<file path="config.mk">
export PLATFORM = sky130hd
export DESIGN_NAME = front_panel_cursor_ctrl_flat
export DESIGN_NICKNAME = d
export VERILOG_FILES = /design/src/rtl/front_panel_pkg.sv /design/src/rtl/front_panel_cursor_ctrl_if.sv /design/src/rtl/key_edge_repeat.sv /design/src/rtl/front_panel_cursor_ctrl.sv /design/src/flat_wrapper.sv
export SDC_FILE = /design/constraint.sdc
export NUM_CORES = 1
export LEC_CHECK = 0
export CORE_MARGIN = 2
export CORE_UTILIZATION = 35
export DETAILED_ROUTE_END_ITERATION = 8
export GPL_TIMING_DRIVEN = 0
export PLACE_DENSITY_LB_ADDON = 0.3
export REMOVE_ABC_BUFFERS = 1
export SLEW_MARGIN = 20
export SYNTH_ARGS = -nofsm -noshare
export SYNTH_HDL_FRONTEND = slang
export SYNTH_HIERARCHICAL = 1
export SYNTH_SLANG_ARGS = --single-unit
</file>
<file path="constraint.sdc">
create_clock -name clk -period 2.8 [get_ports clk]
set_clock_uncertainty 0.1 [all_clocks]
set_input_delay 0.56 -clock clk [delete_from_list [all_inputs] [get_ports clk]]
set_output_delay 0.56 -clock clk [all_outputs]
set_load 0.02 [all_outputs]
</file>
<file path="src/rtl/front_panel_pkg.sv">
// Shared types, constants and cursor-step arithmetic for the front-panel
// cursor controller and its key front end.
package front_panel_pkg;

  localparam int NUM_SWITCHES = 25;
  localparam int NUM_TOGGLE   = 17;
  localparam int NUM_MOM      = NUM_SWITCHES - NUM_TOGGLE;
  localparam int NUM_KEYS     = 6;

  localparam logic [4:0] ROW1_BASE    = 5'd16;
  localparam logic [3:0] ROW0_MAX_X   = 4'd15;
  localparam logic [3:0] ROW1_MAX_X   = 4'd8;
  localparam logic [4:0] TOGGLE_MAX_L = 5'd16;
  localparam logic [4:0] MOM_BASE_L   = 5'd17;

  typedef enum logic [1:0] {S_IDLE, S_REPEAT, S_HOLD} ctrl_state_t;

  // Enum value is both the bit index in the key vector and the priority rank
  // (lower value wins).
  typedef enum logic [2:0] {
    KEY_ACT_UP, KEY_ACT_DOWN, KEY_UP, KEY_DOWN, KEY_LEFT, KEY_RIGHT
  } key_idx_t;

  typedef struct packed {
    logic [4:0] y;
    logic [3:0] x;
  } cursor_t;

  function automatic key_idx_t onehot_to_key(logic [NUM_KEYS-1:0] oh);
    key_idx_t k = KEY_ACT_UP;
    for (int i = NUM_KEYS - 1; i >= 0; i--) begin
      if (oh[i]) k = key_idx_t'(3'(i));
    end
    return k;
  endfunction

  // Wrap is an explicit compare against the row maximum, not 4-bit overflow.
  function automatic cursor_t step_cursor(key_idx_t dir, cursor_t c);
    cursor_t    n     = c;
    logic       row1  = (c.y == ROW1_BASE);
    logic [3:0] max_x = row1 ? ROW1_MAX_X : ROW0_MAX_X;
    case (dir)
      KEY_LEFT:  n.x = (c.x == 4'd0) ? max_x : c.x - 4'd1;
      KEY_RIGHT: n.x = (c.x >= max_x) ? 4'd0 : c.x + 4'd1;
      KEY_DOWN: begin
        if (!row1) begin
          n.y = ROW1_BASE;
          n.x = (c.x > ROW1_MAX_X) ? ROW1_MAX_X : c.x;
        end
      end
      KEY_UP: if (row1) n.y = 5'd0;
      default: ;
    endcase
    return n;
  endfunction

endpackage

</file>
<file path="src/rtl/front_panel_cursor_ctrl_if.sv">
// Key inputs and renderer-facing outputs of the front-panel cursor controller.
interface front_panel_cursor_ctrl_if;
  logic        key_up;
  logic        key_down;
  logic        key_left;
  logic        key_right;
  logic        key_act_up;
  logic        key_act_down;
  logic [3:0]  cursor_index_x;
  logic [4:0]  cursor_index_y;
  logic        cursor_action;
  logic [16:0] sw_state;
  logic [7:0]  mom_up;
  logic [7:0]  mom_down;

  modport master (
    output key_up, key_down, key_left, key_right, key_act_up, key_act_down,
    input  cursor_index_x, cursor_index_y, cursor_action, sw_state, mom_up, mom_down
  );

  modport slave (
    input  key_up, key_down, key_left, key_right, key_act_up, key_act_down,
    output cursor_index_x, cursor_index_y, cursor_action, sw_state, mom_up, mom_down
  );
endinterface

</file>
<file path="src/rtl/key_edge_repeat.sv">
// Per-key rising-edge detection and priority select of a single one-hot event
// per cycle; lower key index has higher priority.
module key_edge_repeat
  import front_panel_pkg::*;
(
  input  logic                clk,
  input  logic                reset,
  input  logic [NUM_KEYS-1:0] keys,
  output logic [NUM_KEYS-1:0] evt_oh
);

  logic [NUM_KEYS-1:0] prev_q;
  logic [NUM_KEYS-1:0] edges;

  // NOTE: sequential state uses non-blocking assignments so every flop samples
  // pre-edge values regardless of statement order.
  always_ff @(posedge clk) begin
    if (reset) prev_q <= '0;
    else       prev_q <= keys;
  end

  // Edges that lose arbitration are dropped, not queued.
  assign edges  = keys & ~prev_q;
  assign evt_oh = edges & (~edges + {{(NUM_KEYS-1){1'b0}}, 1'b1});

endmodule

</file>
<file path="src/rtl/front_panel_cursor_ctrl.sv">
// Front-panel cursor controller: key events to cursor moves with auto-repeat,
// toggle-switch latching and momentary-switch pulses with a visual hold.
module front_panel_cursor_ctrl
  import front_panel_pkg::*;
#(
  parameter int REPEAT_DELAY  = 12000000,
  parameter int REPEAT_PERIOD = 3000000,
  parameter int HOLD_CYCLES   = 6000000,
  parameter int CNT_W         = 32
) (
  input  logic                      clk,
  input  logic                      reset,
  front_panel_cursor_ctrl_if.slave  bus
);

  logic [NUM_KEYS-1:0]   keys, evt_oh;
  ctrl_state_t           state_q, state_d;
  logic [CNT_W-1:0]      cnt_q, cnt_d;
  key_idx_t              rep_q, rep_d, evt_key;
  cursor_t               cur_q, cur_d;
  logic [NUM_TOGGLE-1:0] sw_q, sw_d, sw_mask;
  logic [NUM_MOM-1:0]    mom_up_q, mom_up_d, mom_dn_q, mom_dn_d, mom_oh;
  logic                  act_q, act_d;
  logic [4:0]            lin;

  assign keys = {bus.key_right, bus.key_left, bus.key_down,
                 bus.key_up, bus.key_act_down, bus.key_act_up};

  key_edge_repeat u_key_edge_repeat (
    .clk    (clk),
    .reset  (reset),
    .keys   (keys),
    .evt_oh (evt_oh)
  );

  assign evt_key = onehot_to_key(evt_oh);
  assign lin     = {1'b0, cur_q.x} + cur_q.y;
  assign sw_mask = NUM_TOGGLE'(1) << lin;
  assign mom_oh  = NUM_MOM'(1) << 3'(lin - MOM_BASE_L);

  // NOTE: every always_comb output gets a default first, so no path can infer a latch.
  always_comb begin
    state_d  = state_q;
    cnt_d    = cnt_q;
    rep_d    = rep_q;
    cur_d    = cur_q;
    sw_d     = sw_q;
    mom_up_d = '0;
    mom_dn_d = '0;
    act_d    = 1'b0;
    case (state_q)
      S_HOLD: begin
        if (cnt_q == '0) begin
          state_d = S_IDLE;
        end else begin
          act_d = 1'b1;
          cnt_d = cnt_q - CNT_W'(1);
        end
      end
      S_IDLE, S_REPEAT: begin
        if (|evt_oh) begin
          if (evt_key == KEY_ACT_UP || evt_key == KEY_ACT_DOWN) begin
            act_d = 1'b1;
            if (lin <= TOGGLE_MAX_L) begin
              sw_d    = (evt_key == KEY_ACT_UP) ? (sw_q | sw_mask) : (sw_q & ~sw_mask);
              state_d = S_IDLE;
            end else begin
              if (evt_key == KEY_ACT_UP) mom_up_d = mom_oh;
              else                       mom_dn_d = mom_oh;
              cnt_d   = CNT_W'(HOLD_CYCLES - 1);
              state_d = S_HOLD;
            end
          end else begin
            cur_d   = step_cursor(evt_key, cur_q);
            cnt_d   = CNT_W'(REPEAT_DELAY);
            rep_d   = evt_key;
            state_d = S_REPEAT;
          end
        end else if (state_q == S_REPEAT) begin
          if (!keys[rep_q]) begin
            state_d = S_IDLE;
          end else if (cnt_q <= CNT_W'(1)) begin
            // The step lands on the cycle the count reaches zero.
            cur_d = step_cursor(rep_q, cur_q);
            cnt_d = CNT_W'(REPEAT_PERIOD);
          end else begin
            cnt_d = cnt_q - CNT_W'(1);
          end
        end
      end
      default: state_d = S_IDLE;
    endcase
  end

  always_ff @(posedge clk) begin
    if (reset) begin
      state_q  <= S_IDLE;
      cnt_q    <= '0;
      rep_q    <= KEY_UP;
      cur_q    <= '0;
      sw_q     <= '0;
      mom_up_q <= '0;
      mom_dn_q <= '0;
      act_q    <= 1'b0;
    end else begin
      state_q  <= state_d;
      cnt_q    <= cnt_d;
      rep_q    <= rep_d;
      cur_q    <= cur_d;
      sw_q     <= sw_d;
      mom_up_q <= mom_up_d;
      mom_dn_q <= mom_dn_d;
      act_q    <= act_d;
    end
  end

  assign bus.cursor_index_x = cur_q.x;
  assign bus.cursor_index_y = cur_q.y;
  assign bus.cursor_action  = act_q;
  assign bus.sw_state       = sw_q;
  assign bus.mom_up         = mom_up_q;
  assign bus.mom_down       = mom_dn_q;

endmodule

</file>
<file path="src/flat_wrapper.sv">
// flat-port wrapper written by rule: the top's interface ports become plain ports
module front_panel_cursor_ctrl_flat import front_panel_pkg::*;
#(
  parameter int REPEAT_DELAY  = 12000000,
  parameter int REPEAT_PERIOD = 3000000,
  parameter int HOLD_CYCLES   = 6000000,
  parameter int CNT_W         = 32
)
  (clk, reset, bus_key_up, bus_key_down, bus_key_left, bus_key_right, bus_key_act_up, bus_key_act_down, bus_cursor_index_x, bus_cursor_index_y, bus_cursor_action, bus_sw_state, bus_mom_up, bus_mom_down);
  front_panel_cursor_ctrl_if bus_i ();
  input  logic clk;
  input  logic reset;
  input wire logic [$bits(bus_i.key_up)-1:0] bus_key_up;
  input wire logic [$bits(bus_i.key_down)-1:0] bus_key_down;
  input wire logic [$bits(bus_i.key_left)-1:0] bus_key_left;
  input wire logic [$bits(bus_i.key_right)-1:0] bus_key_right;
  input wire logic [$bits(bus_i.key_act_up)-1:0] bus_key_act_up;
  input wire logic [$bits(bus_i.key_act_down)-1:0] bus_key_act_down;
  output wire logic [$bits(bus_i.cursor_index_x)-1:0] bus_cursor_index_x;
  output wire logic [$bits(bus_i.cursor_index_y)-1:0] bus_cursor_index_y;
  output wire logic [$bits(bus_i.cursor_action)-1:0] bus_cursor_action;
  output wire logic [$bits(bus_i.sw_state)-1:0] bus_sw_state;
  output wire logic [$bits(bus_i.mom_up)-1:0] bus_mom_up;
  output wire logic [$bits(bus_i.mom_down)-1:0] bus_mom_down;
  assign bus_i.key_up = bus_key_up;
  assign bus_i.key_down = bus_key_down;
  assign bus_i.key_left = bus_key_left;
  assign bus_i.key_right = bus_key_right;
  assign bus_i.key_act_up = bus_key_act_up;
  assign bus_i.key_act_down = bus_key_act_down;
  assign bus_cursor_index_x = bus_i.cursor_index_x;
  assign bus_cursor_index_y = bus_i.cursor_index_y;
  assign bus_cursor_action = bus_i.cursor_action;
  assign bus_sw_state = bus_i.sw_state;
  assign bus_mom_up = bus_i.mom_up;
  assign bus_mom_down = bus_i.mom_down;
  front_panel_cursor_ctrl #(.REPEAT_DELAY(REPEAT_DELAY), .REPEAT_PERIOD(REPEAT_PERIOD), .HOLD_CYCLES(HOLD_CYCLES), .CNT_W(CNT_W)) u_core (.clk(clk), .reset(reset), .bus(bus_i));
endmodule
</file>
==> summary.txt <==
Synth
  • Top cell type's share of synthesized area: 34.9%
  • Main area contributors after synthesis: dfxtp_1 35%, a21oi_1 6.2%, nor2_1 5.3%
  • Synth Warn #: 6
  • Mux cell area share after synthesis: 3.53%
  • Mapped Cells: 595
  • Post-Synth XOR/XNOR Area: 1.42%
  • Top post-synthesis cells by count: 86 x dfxtp_1, 70 x nor2_1, 61 x a21oi_1
  • Post-Synth Simple-Gate Area: 31.5%
  • #FFs+latches synth: 86
  • Post-Synth Adder-Cell Area: 4.47%
  • EDFF count, synth: 0
  • Largest family of logic cells by synthesized area: simple AND/OR/NAND/NOR gates
  • Seq/Total Area, Yosys: 34.9%
  • Asr flop ratio synth: 0%
  • Post-synth cell types: 74
  • Most area-hungry cell type in the Yosys netlist: dfxtp_1
  • Most common cell in the synthesized netlist: dfxtp_1
  • Synth Area per Inst: 8.29 um2
  • Post-synth top flop: dfxtp_1
  • Synth Area in Compound Gates: 19.4%
  • Synthesized area: 4930 um2

Worst setup path
  • CP required: 2.95 ns
  • Max FO, Critical Path: 12
  • Startpoint types: flop
  • Critical path type: flop to flop
  • Arr. time, crit path: 2.89 ns
  • Crit path largest cell delay: 0.63 ns
  • Crit path capture type: flop
  • CP max-delay cell: or4b_4
  • Crit path cell chain: or4_4 > nand3b_4 > or4b_4 > nor2b_4 > buf_6 > a31oi_1 > nor3_1 > a31o_1
  • Worst reg2reg setup slack: 0.06 ns

Finish
  • Layout Utilization: 48.8%
  • Layout cells sized above 1: 25.8%
  • Area of the multi-input gates: 3380 um2
  • Fillers: 1,255
  • # diodes: 0
  • Nets@finish: 720
  • Flip-flop and latch area: 1740 um2
  • Post-route cell area: 6750 um2
  • Area grow syn2layout: 36.9%

Clock tree
  • Worst skew pair latency: 0.35 ns
  • CTS H-tree lvls: 3
  • Num CTS Buffers: 9
  • TritonCTS sink count: 86
  • Worst-path clk slew: 0.07 ns
  • # hold bufs at CTS: 0
  • Root Driver: clkbuf_16
  • CTS tree: built
  • Clock Tree Buf Depth: 2

Power
  • PwrDens: 601 nW/um2
  • Switching pwr: 0.00146 W
  • Part of the power in registers: 34.8%
  • Clock group share of total power: 29.8%
  • Peak supply drop: 0.397 mV
  • Switching Share: 35.9%
  • Cell internal pwr: 0.00260 W
  • Comb pwr share: 35.4%
  • Power Total: 0.00406 W
  • Leak: 2.57 nW

Floorplanning
  • Initial Util: 35.7%
  • Site row count: 43
  • IO Count: 51
  • Die height: 123 um
  • Core ar.: 13,800 um2
  • Die W: 123 um
  • Die area: 15,100 um2

Timing
  • Max-slew headroom: 51.7%
  • Worst-Margin Slew: 0.724 ns
  • Worst setup margin: 0.0580 ns
  • Crit path time final: 2.74 ns
  • Final hold violations: 0
  • Max Clk Rate: 365 MHz
  • Final worst path period share: 97.9%
  • Final slew viol count: 0
  • Setup violators final: 0

GRT
  • Largest net degree at the start of global routing: 63
  • First-pass GRT wire length: 22.2 mm
  • Grt ovf: 0
  • Overall Global Routing Usage: 18.5%
  • Initial antenna violation count: 0
  • Vias in the first global route: 4,555

Placement
  • IO buf count: 50
  • Area post-placement: 5510 um2
  • Placer congestion estimate: 0.819
  • Post-place setup slack: -1.80 ns
  • DP HPWL: 8.55 mm

Route
  • Total Wirelength: 14.3 mm
  • Vias: 4,938
  • ANT nets after route: 0
  • Vias per std cell: 5.62
  • Drt pass-1 iters: 7
  • Detailed router's first-iteration violation count: 443
  • Drt wl/cell: 16.3 um
  • Residual DRC: 0

Status
  • Outcome: finished clean

Worst hold path
  • Hold Crit Class: flop to flop

Run
  • Max cap viols: 0
metal layers:
layer | global-route usage (%) | vias up | share of wire, %
li1 | - | 2370 | -
met5 | 0 | - | 0
met2 | 29.8 | 198 | 48
met4 | 7.40 | 0 | 1.6
met1 | 23.7 | 2350 | 44
met3 | 4.46 | 20 | 6.5
repair_timing:
item                                    in CTS  in global routing
pin swaps                                   17                 25
endpoints found under the setup margin      74                 54
resized for setup                           69                 42
cloned                                       3                  1
setup buffers                               35                 31
layout make-up:
class / count / share of cell area (%)
tap: 180 / 3.34
clock buffer: 9 / 3.34
clock inverter: 6 / 1.06
inverter: 21 / 1.28
sequential: 86 / 25.8
multi-input combinational: 461 / 50.1
timing repair buffer: 116 / 15.1
kinds of logic after synthesis:
family | after synthesis
simple gates | 262
compound gates | 153
flops | 86
buf+inv | 52
mux | 17
fa+ha+maj | 17
xor+xnor | 8
critical path, delay by kind of cell, from the launching register on:
family	cells	cell delay (ns)
DFF	1	0.36
and+or+nand+nor	5	1.64
buffers and inverters	1	0.15
AOI/OAI and AO/OA	2	0.37
through the flow:
| step | cells | setup TNS, ns | hold slack, ns |
|---|---|---|---|
| floorplan | 564 | -22.95 | 0.346 |
| global placement | 794 | -96.40 | 0.348 |
| detailed placement | 794 | -89.63 | 0.360 |
| CTS | 847 | -0.00211 | 0.369 |
| global route | 879 | -0.0892 | 0.383 |
| finish | 879 | 0 | 0.362 |
placed cells by master, fill, tap and decap left out, types with 4 or more instances in the layout:
cell / count
and2_1: 9
a31oi_1: 8
xnor2_1: 5
o31ai_1: 6
nor3_4: 4
nor4_4: 6
clkinvlp_4: 4
clkdlybuf4s50_1: 43
nor2b_1: 11
nand2b_1: 9
a21oi_1: 57
buf_4: 62
a211oi_1: 5
nand4_1: 7
o21ai_1: 4
nor4_2: 7
nor3_1: 24
inv_1: 18
or4_1: 4
mux2i_1: 14
nand2b_4: 5
clkbuf_16: 9
nor4_1: 4
dfxtp_4: 4
o21ai_0: 24
nor2_1: 65
dfxtp_2: 4
nand3_1: 17
nor2_4: 5
nor3b_1: 5
dfxtp_1: 78
nand2_1: 42
ha_1: 13
o32ai_1: 6
buf_2: 4
o22ai_1: 4
worst paths after layout:
path                                       start              end  depth (start not counted)
worst max-delay path            u_core/cnt_q[24]  u_core/cnt_q[2]                          8
worst min-delay path                        flop             flop                          2
worst max register to register  u_core/cnt_q[24]  u_core/cnt_q[2]                          8
worst min register to register              flop             flop                          2
power groups by stage:
stage / clock [W] / combinational (W) / sequential [W]
2_1_floorplan: 0 / 0.000774 / 0.00143
3_3_place_gp: 0 / 0.00104 / 0.00143
3_5_place_dp: 0 / 0.00106 / 0.00143
5_1_grt: 0.00129 / 0.00155 / 0.00142
4_1_cts: 0.00124 / 0.00125 / 0.00140
6_report: 0.00121 / 0.00144 / 0.00141
Note: power is estimated with default switching activity, not from simulation.
